===== config.mk =====
export PLATFORM = sky130hd
export DESIGN_NAME = alignment_marker_lane_rx
export DESIGN_NICKNAME = d
export VERILOG_FILES = /design/src/rtl/alignment_marker_lane_rx.sv
export SDC_FILE = /design/constraint.sdc
export NUM_CORES = 1
export LEC_CHECK = 0
export ABC_CLOCK_PERIOD_IN_PS = 6300
export CAP_MARGIN = 20
export CORE_UTILIZATION = 40
export CTS_CLUSTER_DIAMETER = 120
export CTS_CLUSTER_SIZE = 25
export DETAILED_ROUTE_END_ITERATION = 16
export GPL_TIMING_DRIVEN = 0
export HOLD_SLACK_MARGIN = 0.02
export PLACE_DENSITY_LB_ADDON = 0.12
export SLEW_MARGIN = 10
export SYNTH_ARGS = -nofsm -noshare
export SYNTH_HDL_FRONTEND = slang
export SYNTH_SLANG_ARGS = --single-unit

===== constraint.sdc =====
create_clock -name clk -period 6.3 [get_ports clk]
set_input_delay 1.89 -clock clk [delete_from_list [all_inputs] [get_ports clk]]
set_output_delay 1.89 -clock clk [all_outputs]
set_load 0.05 [all_outputs]

===== src/rtl/alignment_marker_lane_rx.sv =====
// alignment_marker_lane_rx: per-lane receive alignment-marker lock, marker
// deletion and BIP3/BIP7 checking for one 40G/100G PCS lane after block lock.
// Marker match ignores payload bytes 3 and 7 (BIP fields). All outputs are
// registered, one cycle after the block that produced them.
// Optional build macro AM_BIP_ERR_CNT_EN adds a saturating 16-bit BIP error
// counter output bip_err_cnt_o.
//
// Handshake: block_v_i qualifies data_i; there is no backpressure. data_v_o
// marks a forwarded data block, marker_v_o a deleted marker slot; both are 0
// on cycles that follow an idle (block_v_i=0) input cycle.
module alignment_marker_lane_rx #(
    parameter int          HEAD_W   = 2,
    parameter int          DATA_W   = 64,
    parameter int          BLOCK_W  = HEAD_W + DATA_W,
    parameter logic [63:0] LANE_ENC = 64'h00b8896f_00477690,
    parameter int          GAP      = 16383,
    parameter int          MISS_MAX = 4
) (
    input  logic               clk,
    input  logic               reset,
    input  logic               block_v_i,
    input  logic [BLOCK_W-1:0] data_i,
    output logic               data_v_o,
    output logic [BLOCK_W-1:0] data_o,
    output logic               marker_v_o,
    output logic               lock_o,
`ifdef AM_BIP_ERR_CNT_EN
    output logic               bip_err_o,
    output logic [15:0]        bip_err_cnt_o
`else
    output logic               bip_err_o
`endif
);

    localparam int CNT_W  = $clog2(GAP + 1);
    localparam int MISS_W = $clog2(MISS_MAX + 1);
    localparam logic [CNT_W-1:0]  GAP_C  = CNT_W'(GAP);
    localparam logic [MISS_W-1:0] MISS_C = MISS_W'(MISS_MAX);

    typedef enum logic [1:0] {HUNT, VERIFY, LOCKED} state_t;

    state_t              state, state_n;
    logic [CNT_W-1:0]    cnt, cnt_n;
    logic [MISS_W-1:0]   miss_cnt, miss_n;
    logic [7:0]          bip_q, bip_n;
    logic                prev_ok, prev_n;
    logic [7:0]          blk_bip;
    logic                match, at_pos;
    logic                dv_n, mv_n, be_n;
    logic [7:0]          byte3, byte7;

    assign byte3  = data_i[33:26];
    assign byte7  = data_i[65:58];
    assign at_pos = (cnt == GAP_C);

    // Marker pattern match on sync header and the six fixed payload bytes
    always_comb begin
        match = (data_i[1:0] == 2'b10) &&
                (data_i[9:2]   == LANE_ENC[7:0])   &&
                (data_i[17:10] == LANE_ENC[15:8])  &&
                (data_i[25:18] == LANE_ENC[23:16]) &&
                (data_i[41:34] == LANE_ENC[39:32]) &&
                (data_i[49:42] == LANE_ENC[47:40]) &&
                (data_i[57:50] == LANE_ENC[55:48]);
    end

    // BIP contribution of the incoming block: header bits fold into lanes 3/4
    always_comb begin
        blk_bip = '0;
        for (int b = 0; b < BLOCK_W; b++) begin
            if (b < 2) blk_bip[b + 3] = blk_bip[b + 3] ^ data_i[b];
            else       blk_bip[(b - 2) % 8] = blk_bip[(b - 2) % 8] ^ data_i[b];
        end
    end

    // Next-state, position/miss counting, BIP accumulation and output decode
    always_comb begin
        state_n = state;
        cnt_n   = cnt;
        miss_n  = miss_cnt;
        bip_n   = bip_q;
        prev_n  = prev_ok;
        dv_n    = 1'b0;
        mv_n    = 1'b0;
        be_n    = 1'b0;
        if (block_v_i) begin
            bip_n = bip_q ^ blk_bip;
            dv_n  = 1'b1;
            case (state)
                HUNT: begin
                    if (match) begin
                        state_n = VERIFY;
                        cnt_n   = '0;
                        bip_n   = blk_bip;
                        prev_n  = 1'b1;
                    end
                end
                VERIFY: begin
                    if (at_pos) begin
                        cnt_n   = '0;
                        bip_n   = blk_bip;
                        prev_n  = match;
                        miss_n  = '0;
                        state_n = match ? LOCKED : HUNT;
                    end else begin
                        cnt_n = cnt + 1'b1;
                    end
                end
                LOCKED: begin
                    if (at_pos) begin
                        // Expected slot is always deleted, matching or not
                        cnt_n  = '0;
                        bip_n  = blk_bip;
                        prev_n = match;
                        dv_n   = 1'b0;
                        mv_n   = 1'b1;
                        if (match) begin
                            miss_n = '0;
                            be_n   = prev_ok && ((byte3 != bip_q) || (byte7 != ~byte3));
                        end else begin
                            miss_n = miss_cnt + 1'b1;
                            if (miss_n == MISS_C) state_n = HUNT;
                        end
                    end else begin
                        cnt_n = cnt + 1'b1;
                    end
                end
                default: state_n = HUNT;
            endcase
        end
    end

    // State registers and registered outputs
    always_ff @(posedge clk) begin
        if (reset) begin
            state      <= HUNT;
            cnt        <= '0;
            miss_cnt   <= '0;
            bip_q      <= '0;
            prev_ok    <= 1'b0;
            data_v_o   <= 1'b0;
            data_o     <= '0;
            marker_v_o <= 1'b0;
            lock_o     <= 1'b0;
            bip_err_o  <= 1'b0;
        end else begin
            state      <= state_n;
            cnt        <= cnt_n;
            miss_cnt   <= miss_n;
            bip_q      <= bip_n;
            prev_ok    <= prev_n;
            data_v_o   <= dv_n;
            marker_v_o <= mv_n;
            bip_err_o  <= be_n;
            lock_o     <= (state == LOCKED);
            if (block_v_i) data_o <= data_i;
        end
    end

`ifdef AM_BIP_ERR_CNT_EN
    // Saturating count of BIP errors, aligned with the bip_err_o pulse
    always_ff @(posedge clk) begin
        if (reset) bip_err_cnt_o <= '0;
        else if (be_n && (bip_err_cnt_o != 16'hffff)) bip_err_cnt_o <= bip_err_cnt_o + 16'd1;
    end
`endif

endmodule

==> parameters.txt <==
Parameter                              Value

Detailed routing
  Number of search-and-repair iterations in the first detailed-routing pass ... 5
  Final wirelength ... 13,300 um
  Number of violations reported at the end of detailed-routing iteration 0 ... 258
  Post-DR vias/cell ... 5.10
  DR WL/cell ... 16.4 um
  Remaining number of nets flagged by the antenna check after routing ... 0
  DRC violation count after routing ... 0
  Vias after detailed routing ... 4,132

Clocking
  TritonCTS sink count ... 98
  Post-CTS setup-driven buffer insertion count ... 0
  Number of buffers between clock root and the deepest sink ... 2
  CTS-repair resized insts ... 0
  TritonCTS clock tree ... yes
  Post-CTS clock slew at the launch and capture registers of the worst setup and hold paths ... 0.06 ns
  Root buffer cell ... sky130_fd_sc_hd__clkbuf_16
  Number of H-tree levels ... 3
  Number of hold buffers added after CTS ... 0
  Inserted Clock Buffers ... 9
  Clk_lat worst skew ... 0.35 ns

Setup path
  Critical Path Sink Type ... register
  Critical-path top delay cell ... sky130_fd_sc_hd__o41ai_2
  Setup crit start kind ... primary input
  Worst stage delay on the critical path ... 0.71 ns
  CP Max Fanout ... 10
  List of cells traversed by the critical path ... clkdlybuf4s50_1, nor4bb_1, nand4_1, o41ai_2, nor2b_1, or2_2, clkbuf_1, nor2_1
  CP required ... 6.52 ns
  Kind of critical path ... in2reg
  Data arrival at the endpoint of the critical path ... 4.74 ns

Place
  Post-place setup slack ... 1.38 ns
  Hpwl dp ... 10,300 um
  Port-buffer cells ... 137
  Placer's final routability congestion estimate ... 0.866

Global routing
  Wire length of the first global-routing pass ... 21,200 um
  Vias in the first global route ... 4,021
  Largest net degree at the start of global routing ... 17
  Total GRT Usage ... 21.9%
  GR Overflow Total ... 0
  Initial antenna violation count ... 0

Power and ir drop
  Reported leakage power ... 2.63 nW
  Ratio of total power to cell area ... 257 nW/um2
  Worst IR drop on VDD ... 121 uV

Timing
  RSZ-0062 raised after global routing ... false
  Final setup TNS ... 0 ns
  Max Freq ... 221 MHz
  Final setup violating endpoints ... 0
  Post-Route Skew ... 0.00550 ns
  Final hold violation count ... 0
  Final Cycle Share ... 71.7%
  Worst Hold Margin ... 0.488 ns
  Final Slew Violations ... 0
  Clock period minus worst slack ... 4.52 ns
  Slew at the pin with the worst max-slew slack ... 0.964 ns
  Setup slack of the critical path after layout ... 1.78 ns
  Headroom to the max-slew limit ... 35.1%

Finish
  Number of nets in the layout ... 738
  Synthesis-to-finish area growth ... 40.2%
  Count of antenna diodes in the layout ... 0
  Layout fillers ... 1,067
  Share of final-layout standard cells stronger than drive strength 1 ... 3.75%
  Fin util ... 57.8%

Synth
  Most used flip-flop cell after synthesis ... sky130_fd_sc_hd__dfxtp_1
  Average size of a mapped cell ... 9.16 um2
  Count of distinct cell types in the synthesized netlist ... 41
  Count of synthesis-stage warnings from yosys ... 0
  Sequential area share after synthesis ... 41.7%
  Post-synth net total ... 590
  Synthesized netlist cell count ... 514
  Number of synthesized register bits ... 98
  Fraction of synthesis flops using an asynchronous set or reset pin ... 0%
  Number of enable-type register cells in the synthesized netlist ... 0
  Post-Syn Area ... 4710 um2

Floorplanning
  Starting utilization of the core area ... 41.2%
  Die height ... 110 um
  Core area ... 11,400 um2
  Chip width ... 110 um
  Total Die Area ... 12,200 um2
  Number of primary I/O pins ... 139
  Number of standard-cell rows in the floorplan ... 39

Run
  MaxCap Viol Count ... 0

Worst hold path
  Worst hold path class ... reg2reg

Outcome
  Run status ... completed
==> cell type report <==
cell class / count / area (um2) / share of cell area [%]
multi-input cells: 387 / 2630 / 39.9
flip-flops and latches: 98 / 1960 / 29.7
repair buffers: 137 / 1370 / 20.8
clock buffers: 9 / 225 / 3.41
well taps: 143 / 179 / 2.71
clock inverters: 7 / 118 / 1.78
plain buffers: 23 / 88.8 / 1.35
inverters: 6 / 22.5 / 0.341
==> layout by cell type (no fill, tap or decap), types with 2 or more instances in the layout <==
cell / netlist / layout
sky130_fd_sc_hd__xnor3_1: 2 / 2
sky130_fd_sc_hd__nor2_1: 106 / 106
sky130_fd_sc_hd__and2_1: 2 / 2
sky130_fd_sc_hd__mux2i_1: 67 / 67
sky130_fd_sc_hd__and3_1: 5 / 5
sky130_fd_sc_hd__nor4b_1: 2 / 2
sky130_fd_sc_hd__and4b_1: 2 / 2
sky130_fd_sc_hd__a21oi_1: 30 / 30
sky130_fd_sc_hd__ha_1: 7 / 7
sky130_fd_sc_hd__nor2b_1: 5 / 5
sky130_fd_sc_hd__clkinv_2: 0 / 2
sky130_fd_sc_hd__bufinv_16: 0 / 3
sky130_fd_sc_hd__a21boi_0: 2 / 2
sky130_fd_sc_hd__o21ai_0: 2 / 2
sky130_fd_sc_hd__nand4b_1: 3 / 3
sky130_fd_sc_hd__nor4_1: 12 / 12
sky130_fd_sc_hd__buf_2: 2 / 2
sky130_fd_sc_hd__nor3_1: 3 / 3
sky130_fd_sc_hd__nand4_1: 10 / 10
sky130_fd_sc_hd__clkbuf_16: 0 / 9
sky130_fd_sc_hd__o31ai_1: 3 / 3
sky130_fd_sc_hd__xnor2_1: 48 / 48
sky130_fd_sc_hd__nand3_1: 5 / 5
sky130_fd_sc_hd__clkbuf_1: 21 / 21
sky130_fd_sc_hd__and4_1: 2 / 2
sky130_fd_sc_hd__clkdlybuf4s50_1: 0 / 137
sky130_fd_sc_hd__xor2_1: 18 / 18
sky130_fd_sc_hd__clkinv_4: 0 / 2
sky130_fd_sc_hd__and4bb_2: 2 / 2
sky130_fd_sc_hd__nor4bb_1: 3 / 3
sky130_fd_sc_hd__nand2_1: 33 / 33
sky130_fd_sc_hd__dfxtp_1: 98 / 98
sky130_fd_sc_hd__inv_1: 6 / 6
==> per-layer routing <==
layer,global-route usage [%],vias to the layer above,wire length [um]
met4,7.82,0,191
li1,-,2055,-
met1,28.5,1905,5980
met5,0,-,0
met3,5.05,12,1040
met2,35.6,160,6080
==> path summary, 6_finish.rpt <==
path                                 start                        to  slack [ns]  depth (start not counted)
setup reg to reg     state[0]$_SDFFE_PP0P_       cnt[8]$_SDFFE_PP0P_        3.79                          8
hold / removal    miss_cnt[2]$_SDFFE_PP0P_  miss_cnt[2]$_SDFFE_PP0P_        0.49                          1
hold reg to reg   miss_cnt[2]$_SDFFE_PP0P_  miss_cnt[2]$_SDFFE_PP0P_        0.49                          1
setup / recovery                data_i[34]       cnt[8]$_SDFFE_PP0P_        1.78                          8
==> through the flow <==
step / instances / total power [mW] / area [um2]
finish: 810 / 1.70 / 6600
CTS: 810 / 1.71 / 6600
global placement: 794 / 1.07 / 6260
global route: 810 / 1.76 / 6600
floorplan: 514 / 0.935 / 4710
detailed placement: 794 / 1.08 / 6260
==> Yosys cell counts, types with 2 or more instances <==
cell type / count / area share [%]
sky130_fd_sc_hd__nand4b_1: 3 / 0.56
sky130_fd_sc_hd__clkbuf_1: 21 / 1.7
sky130_fd_sc_hd__xor2_1: 18 / 3.4
sky130_fd_sc_hd__a21oi_1: 30 / 3.2
sky130_fd_sc_hd__buf_2: 2 / 0.21
sky130_fd_sc_hd__xnor3_1: 2 / 0.96
sky130_fd_sc_hd__mux2i_1: 67 / 14
sky130_fd_sc_hd__o31ai_1: 3 / 0.48
sky130_fd_sc_hd__nor4_1: 12 / 1.6
sky130_fd_sc_hd__nand4_1: 10 / 1.3
sky130_fd_sc_hd__ha_1: 7 / 1.9
sky130_fd_sc_hd__dfxtp_1: 98 / 42
sky130_fd_sc_hd__and3_1: 5 / 0.66
sky130_fd_sc_hd__nor4b_1: 2 / 0.37
sky130_fd_sc_hd__and4bb_2: 2 / 0.53
sky130_fd_sc_hd__and2_1: 2 / 0.27
sky130_fd_sc_hd__nor4bb_1: 3 / 0.64
sky130_fd_sc_hd__nor2_1: 106 / 8.5
sky130_fd_sc_hd__nand2_1: 33 / 2.6
sky130_fd_sc_hd__nand3_1: 5 / 0.53
sky130_fd_sc_hd__o21ai_0: 2 / 0.21
sky130_fd_sc_hd__nor2b_1: 5 / 0.66
sky130_fd_sc_hd__xnor2_1: 48 / 8.9
sky130_fd_sc_hd__and4b_1: 2 / 0.43
sky130_fd_sc_hd__and4_1: 2 / 0.37
sky130_fd_sc_hd__nor3_1: 3 / 0.32
sky130_fd_sc_hd__inv_1: 6 / 0.48
sky130_fd_sc_hd__a21boi_0: 2 / 0.32
==> worst max-delay path: cells and delay by family <==
kind | cells | cell delay, ns
AND/OR/NAND/NOR | 5 | 1.19
buffers and inverters | 2 | 0.94
AO/OA/AOI/OAI | 1 | 0.71
==> logic make-up (layout without fill, tap and decap cells) <==
group,Yosys count,after routing,share of synthesized area [%]
xor+xnor,68,68,13.2
flops,98,98,41.7
simple gates,199,199,20.1
buf+inv,29,182,2.37
compound gates,46,46,6.49
mux,67,67,14.3
fa+ha+maj,7,7,1.86
==> flip-flops by register name, indices dropped and copies added, names as in the netlist <==
name / flops
data_o: 66
cnt: 14
bip_q: 8
miss_cnt: 3
state: 2
bip_err_o: 1
data_v_o: 1
lock_o: 1
marker_v_o: 1
prev_ok: 1
==> power by group <==
part	leakage (nW)	switching, mW	total, mW	internal (mW)
sequential	0.805	0.0233	0.679	0.656
clock	0.169	0.239	0.627	0.388
combinational	1.65	0.224	0.390	0.166
total	2.63	0.486	1.70	1.21
No activity file was read; power rests on OpenSTA's default activity.
